## src/rtl/mem_2_axi4_lite.sv

```systemverilog
// mem_2_axi4_lite: AXI4-Lite initiator that turns single-word client
// read/write commands into AXI4-Lite master transactions, one outstanding
// at a time, with exactly one client response per command.
// Optional feature macro: MEM2AXI_ERRCNT_EN adds a saturating 16-bit
// err_count of SLVERR/DECERR responses captured from B or R.
module mem_2_axi4_lite #(
   parameter int ALEN     = 32,
   parameter int DLEN     = 32,
   parameter int SLEN     = DLEN / 8,
   parameter int MEM_ALEN = 10
) (
   input  logic                clk,
   input  logic                rstn,
   // client command
   input  logic                cmd_valid,
   output logic                cmd_ready,
   input  logic                cmd_we,
   input  logic [MEM_ALEN-1:0] cmd_addr,
   input  logic [DLEN-1:0]     cmd_wdata,
   input  logic [SLEN-1:0]     cmd_wstrb,
   // client response
   output logic                rsp_valid,
   input  logic                rsp_ready,
   output logic                rsp_we,
   output logic [DLEN-1:0]     rsp_rdata,
   output logic [1:0]          rsp_resp,
   // AXI AW
   output logic                awvalid,
   input  logic                awready,
   output logic [ALEN-1:0]     awaddr,
   output logic [2:0]          awprot,
   // AXI W
   output logic                wvalid,
   input  logic                wready,
   output logic [DLEN-1:0]     wdata,
   output logic [SLEN-1:0]     wstrb,
   // AXI B
   input  logic                bvalid,
   output logic                bready,
   input  logic [1:0]          bresp,
   // AXI AR
   output logic                arvalid,
   input  logic                arready,
   output logic [ALEN-1:0]     araddr,
   output logic [2:0]          arprot,
   // AXI R
   input  logic                rvalid,
   output logic                rready,
   input  logic [DLEN-1:0]     rdata,
   input  logic [1:0]          rresp
`ifdef MEM2AXI_ERRCNT_EN
   ,
   output logic [15:0]         err_count
`endif
);

   // Handshake rule on every channel: a transfer happens on the rising clk
   // edge where valid & ready are both 1. Our valids are registered, never
   // depend on the matching ready, and once raised stay up with stable
   // payload until their handshake edge; readies are only raised in the
   // state waiting for that channel.

   localparam int OFF = $clog2(SLEN);

   if ((ALEN < MEM_ALEN + OFF) || (DLEN % 8 != 0)) begin : g_bad_params
      $error("mem_2_axi4_lite: need DLEN multiple of 8 and ALEN >= MEM_ALEN + clog2(SLEN)");
   end

   typedef enum logic [2:0] {
      IDLE  = 3'd0,
      WR    = 3'd1,
      WRESP = 3'd2,
      RADDR = 3'd3,
      RDATA = 3'd4,
      RSP   = 3'd5
   } state_t;

   state_t          state;
   logic [ALEN-1:0] byte_addr;
   logic            aw_fin;
   logic            w_fin;

   // word address -> byte address (low OFF bits zero)
   assign byte_addr = ALEN'(cmd_addr) << OFF;
   assign cmd_ready = (state == IDLE);
   assign awprot    = 3'b000;
   assign arprot    = 3'b000;

   // an AW/W leg is finished once its valid has dropped or handshakes now
   assign aw_fin = ~awvalid | awready;
   assign w_fin  = ~wvalid | wready;

   // transaction FSM with all AXI and response outputs registered
   always_ff @(posedge clk) begin
      if (!rstn) begin
         state     <= IDLE;
         awvalid   <= 1'b0;
         wvalid    <= 1'b0;
         arvalid   <= 1'b0;
         bready    <= 1'b0;
         rready    <= 1'b0;
         awaddr    <= '0;
         araddr    <= '0;
         wdata     <= '0;
         wstrb     <= '0;
         rsp_valid <= 1'b0;
         rsp_we    <= 1'b0;
         rsp_rdata <= '0;
         rsp_resp  <= 2'b00;
      end else begin
         case (state)
            IDLE: begin
               if (cmd_valid) begin
                  if (cmd_we) begin
                     state   <= WR;
                     awvalid <= 1'b1;
                     wvalid  <= 1'b1;
                     awaddr  <= byte_addr;
                     wdata   <= cmd_wdata;
                     wstrb   <= cmd_wstrb;
                  end else begin
                     state   <= RADDR;
                     arvalid <= 1'b1;
                     araddr  <= byte_addr;
                  end
               end
            end
            WR: begin
               // AW and W complete independently; leave when both are done
               if (awready) awvalid <= 1'b0;
               if (wready)  wvalid  <= 1'b0;
               if (aw_fin && w_fin) begin
                  state  <= WRESP;
                  bready <= 1'b1;
               end
            end
            WRESP: begin
               if (bvalid) begin
                  bready    <= 1'b0;
                  rsp_valid <= 1'b1;
                  rsp_we    <= 1'b1;
                  rsp_rdata <= '0;
                  rsp_resp  <= bresp;
                  state     <= RSP;
               end
            end
            RADDR: begin
               if (arready) begin
                  arvalid <= 1'b0;
                  rready  <= 1'b1;
                  state   <= RDATA;
               end
            end
            RDATA: begin
               if (rvalid) begin
                  rready    <= 1'b0;
                  rsp_valid <= 1'b1;
                  rsp_we    <= 1'b0;
                  rsp_rdata <= rdata;
                  rsp_resp  <= rresp;
                  state     <= RSP;
               end
            end
            RSP: begin
               if (rsp_ready) begin
                  rsp_valid <= 1'b0;
                  state     <= IDLE;
               end
            end
            default: state <= IDLE;
         endcase
      end
   end

`ifdef MEM2AXI_ERRCNT_EN
   logic err_hit;

   // error response (resp[1] set) captured on B or R this cycle
   assign err_hit = ((state == WRESP) && bvalid && bresp[1]) ||
                    ((state == RDATA) && rvalid && rresp[1]);

   // saturating error counter
   always_ff @(posedge clk) begin
      if (!rstn) begin
         err_count <= 16'h0000;
      end else if (err_hit && (err_count != 16'hFFFF)) begin
         err_count <= err_count + 16'd1;
      end
   end
`endif

endmodule
```

## config.mk

```make
export PLATFORM = sky130hd
export DESIGN_NAME = mem_2_axi4_lite
export DESIGN_NICKNAME = d
export VERILOG_FILES = /design/src/rtl/mem_2_axi4_lite.sv
export SDC_FILE = /design/constraint.sdc
export NUM_CORES = 1
export LEC_CHECK = 0
export ABC_AREA = 0
export ABC_CLOCK_PERIOD_IN_PS = 3400
export CAP_MARGIN = 10
export CORE_MARGIN = 3
export CORE_UTILIZATION = 42
export DETAILED_ROUTE_END_ITERATION = 8
export HOLD_SLACK_MARGIN = 0.03
export PLACE_DENSITY_LB_ADDON = 0.25
export SETUP_SLACK_MARGIN = 0.05
export SLEW_MARGIN = 20
export SYNTH_ARGS = -nofsm -noshare
export SYNTH_HDL_FRONTEND = slang
export SYNTH_SLANG_ARGS = --single-unit
export TNS_END_PERCENT = 30
```

## constraint.sdc

```tcl
create_clock -name clk -period 3.4 [get_ports clk]
set_input_delay 0.34 -clock clk [delete_from_list [all_inputs] [get_ports clk]]
set_output_delay 0.34 -clock clk [all_outputs]
set_load 0.005 [all_outputs]
```

==> qor.csv <==
metric;value;unit
status;finished, final reports clean;
cts.clk_slew.worst_paths;90;ps
drive_above_1_share;3.55;%
ctsHoldBuffers;0;
cts.root.buffer_cell;clkbuf_8;
grt_max_degree;70;
cts.sinks;100;
vias;3839;
portBuffers;189;
htreeDepth;3;
multi_input_comb_area;2060;sq um
finalPower;0.00330;W
die_h;109;microns
period_share;62.1;%
vdd_drop_max;321;uV
dp_slack;1190;ps
slew_headroom;50.1;%
antennaDiodeCount;0;
wl_per_cell;13.8;microns
setup_tns;0;ps
syn_inst;505;
net-switching-power;0.000968;W
rsz0062_at_grt;no;
whs;454;ps
first_iter_violations;205;
cellPowerDensity;516;nW/um^2
grt_pass1_vias;3584;
yosysTopAreaCell;dfxtp_1;
internal_power;0.00233;W
synth_area_leaders;dfxtp_1, a21boi_1, buf_4;
worstMarginPinSlew;748;ps
fmax;474;MHz
ant_nets;0;
nets;764;
busiest_layer;met2;
vias_per_cell;4.75;
grt_pass1_wl;17300;microns
cts_resized;0;
clock_latency;340;ps
r2r_cells;5;
critPathKind;reg -> reg;
hpwl;8190;microns
worst_setup_path_start_kind;flop;
dieArea;11800;sq um
timing.final.ws_setup;1290;ps
num_rows;36;
core;10000;sq um
hold_violations;0;
grt_remaining_overflow;0;
fin_area;6400;sq um
yosysWarnings;0;
leakage;2.38;nW
min_path_type;reg -> reg;
cts_tree;done;
numCtsBuffers;9;
hold_depth;2;
yosysTopAreaCellShare;45.1;%
switching_share;29.3;%
r2r_start;state[0];
fp.dieW;109;microns
io-pin-count;240;
p_clk_share;27.2;%
drv_slew;0;
regArea;2000;sq um
finalSetupViolations;0;
grtUsageMet2;30.5;%
synth_ff_type;dfxtp_1;
antenna_found_initial;0;
combPwrFrac;29.4;%
end_kind;flop;
gp_congestion;0.816;
grt_usage;18.3;%
placed_cell_area;6160;sq um
drv_cap;0;
min_to;wdata[19];
ys_types;31;
p_seq_share;43.5;%
cts_buffer_depth;2;
fillers;869;
hp-start;wdata[19];
post_cts_buffers;0;
drt-total-wl;11200;microns
avgSynthCellArea;8.80;sq um
clock_skew;10.4;ps
async_reset_ff_share;0;%
worstPathArrival;2380;ps
cp.required;3670;ps
grt_use_met1;21.8;%
synth_area;4440;sq um
synth-edff-count;0;
drt_first_pass_iters;4;
ys_seq_area_share;45.1;%
fin_crit;2110;ps
grt_use_met3;5.74;%
ff2ff_setup_slack;1290;ps
initial_core_util;44.2;%
drc_errors;0;
synth.ff_latch_count;100;
area_delta_synth_final;44.1;%
r2r_end;wdata[3];
cp_max_fo;35;
-- metrics by stage --
step                      util [%]  cells
after detailed placement      61.3    794
after floorplan                  -    554
final                         63.7    809
after CTS                     63.7    809
after global routing          63.7    809
after global placement        61.3    794
-- state kept, by name, summed over array words and instances (netlist names), 2 cells and up --
name,cells
wstrb,4
state,3
wdata,32
awaddr,10
araddr,10
rsp_rdata,32
rsp_resp,2
-- how the worst max path moves through the flow --
| stage | from | to | slack [ps] |
|---|---|---|---|
| 2_1_floorplan | state[0] | awaddr[2] | 2070 |
| 3_3_place_gp | cmd_valid | wdata[1] | 1260 |
| 3_5_place_dp | cmd_valid | wdata[3] | 1190 |
| 4_1_cts | state[0] | wdata[3] | 1290 |
| 5_1_grt | state[1] | rsp_rdata[21] | 1080 |
| 6_report | state[0] | wdata[3] | 1290 |
-- power groups by stage --
stage | Combinational (W) | Clock [W] | Sequential (W)
after global routing | 0.00107 | 0.000983 | 0.00146
final | 0.000970 | 0.000897 | 0.00143
after global placement | 0.000963 | 0 | 0.00146
after detailed placement | 0.000975 | 0 | 0.00146
after floorplan | 0.000657 | 0 | 0.00140
after CTS | 0.000981 | 0.000926 | 0.00143
-- per-layer routing --
metal / wire, microns / vias to the layer above / part of all wire [%]
li1: - / 1896 / -
met1: 4450 / 1777 / 40
met2: 5570 / 146 / 50
met3: 862 / 20 / 7.7
met4: 297 / 0 / 2.7
met5: 0 / - / 0
-- critical path, stage by stage (launching register included) --
cell,delay [ps]
dfxtp_1,520
nor3_4,320
and3_1,490
buf_4,420
nand2_1,90
a21boi_0,170
-- final cells by class --
class,instances,share of cell area (%)
well taps,133,2.60
repair buffers,194,30.1
clock buffers,11,2.21
inverters,2,0.117
multi-input cells,365,32.2
clock inverters,4,1.53
flip-flops and latches,100,31.3
-- cell usage in the layout (no fill, tap or decap), types with 2 or more instances in the layout --
cell type	synthesis	layout
dfxtp_1	100	100
clkdlybuf4s50_1	0	188
clkbuf_8	0	10
o21ai_0	8	8
nand2_1	102	102
buf_4	57	5
bufinv_16	0	3
a21boi_0	9	9
nand3_1	36	35
nand3b_1	5	5
conb_1	1	50
and3_1	2	2
o211a_1	3	3
a21boi_1	72	72
inv_1	2	2
nand2b_1	35	35
nor2_1	3	3
nor2b_1	11	11
a21oi_1	4	4
mux2i_1	14	14
-- synth_stat cells, types with 3 or more instances --
cell type / number
buf_4: 57
clkbuf_1: 17
dfxtp_1: 100
nor2_1: 3
nor2b_1: 11
o211a_1: 3
nand3b_1: 5
buf_2: 11
nand2b_1: 35
a21boi_1: 72
mux2i_1: 14
a21boi_0: 9
nand2_1: 102
a21oi_1: 4
o21ai_0: 8
nand3_1: 36
-- kinds of logic after synthesis --
| family | share of synthesized area (%) |
|---|---|
| AND/OR/NAND/NOR | 21.9 |
| AO/OA/AOI/OAI | 16.8 |
| flip-flops | 45.1 |
| buffers and inverters | 13.0 |
| multiplexers | 3.15 |
| other | 0.0844 |
No activity file was read; power rests on OpenSTA's default activity.
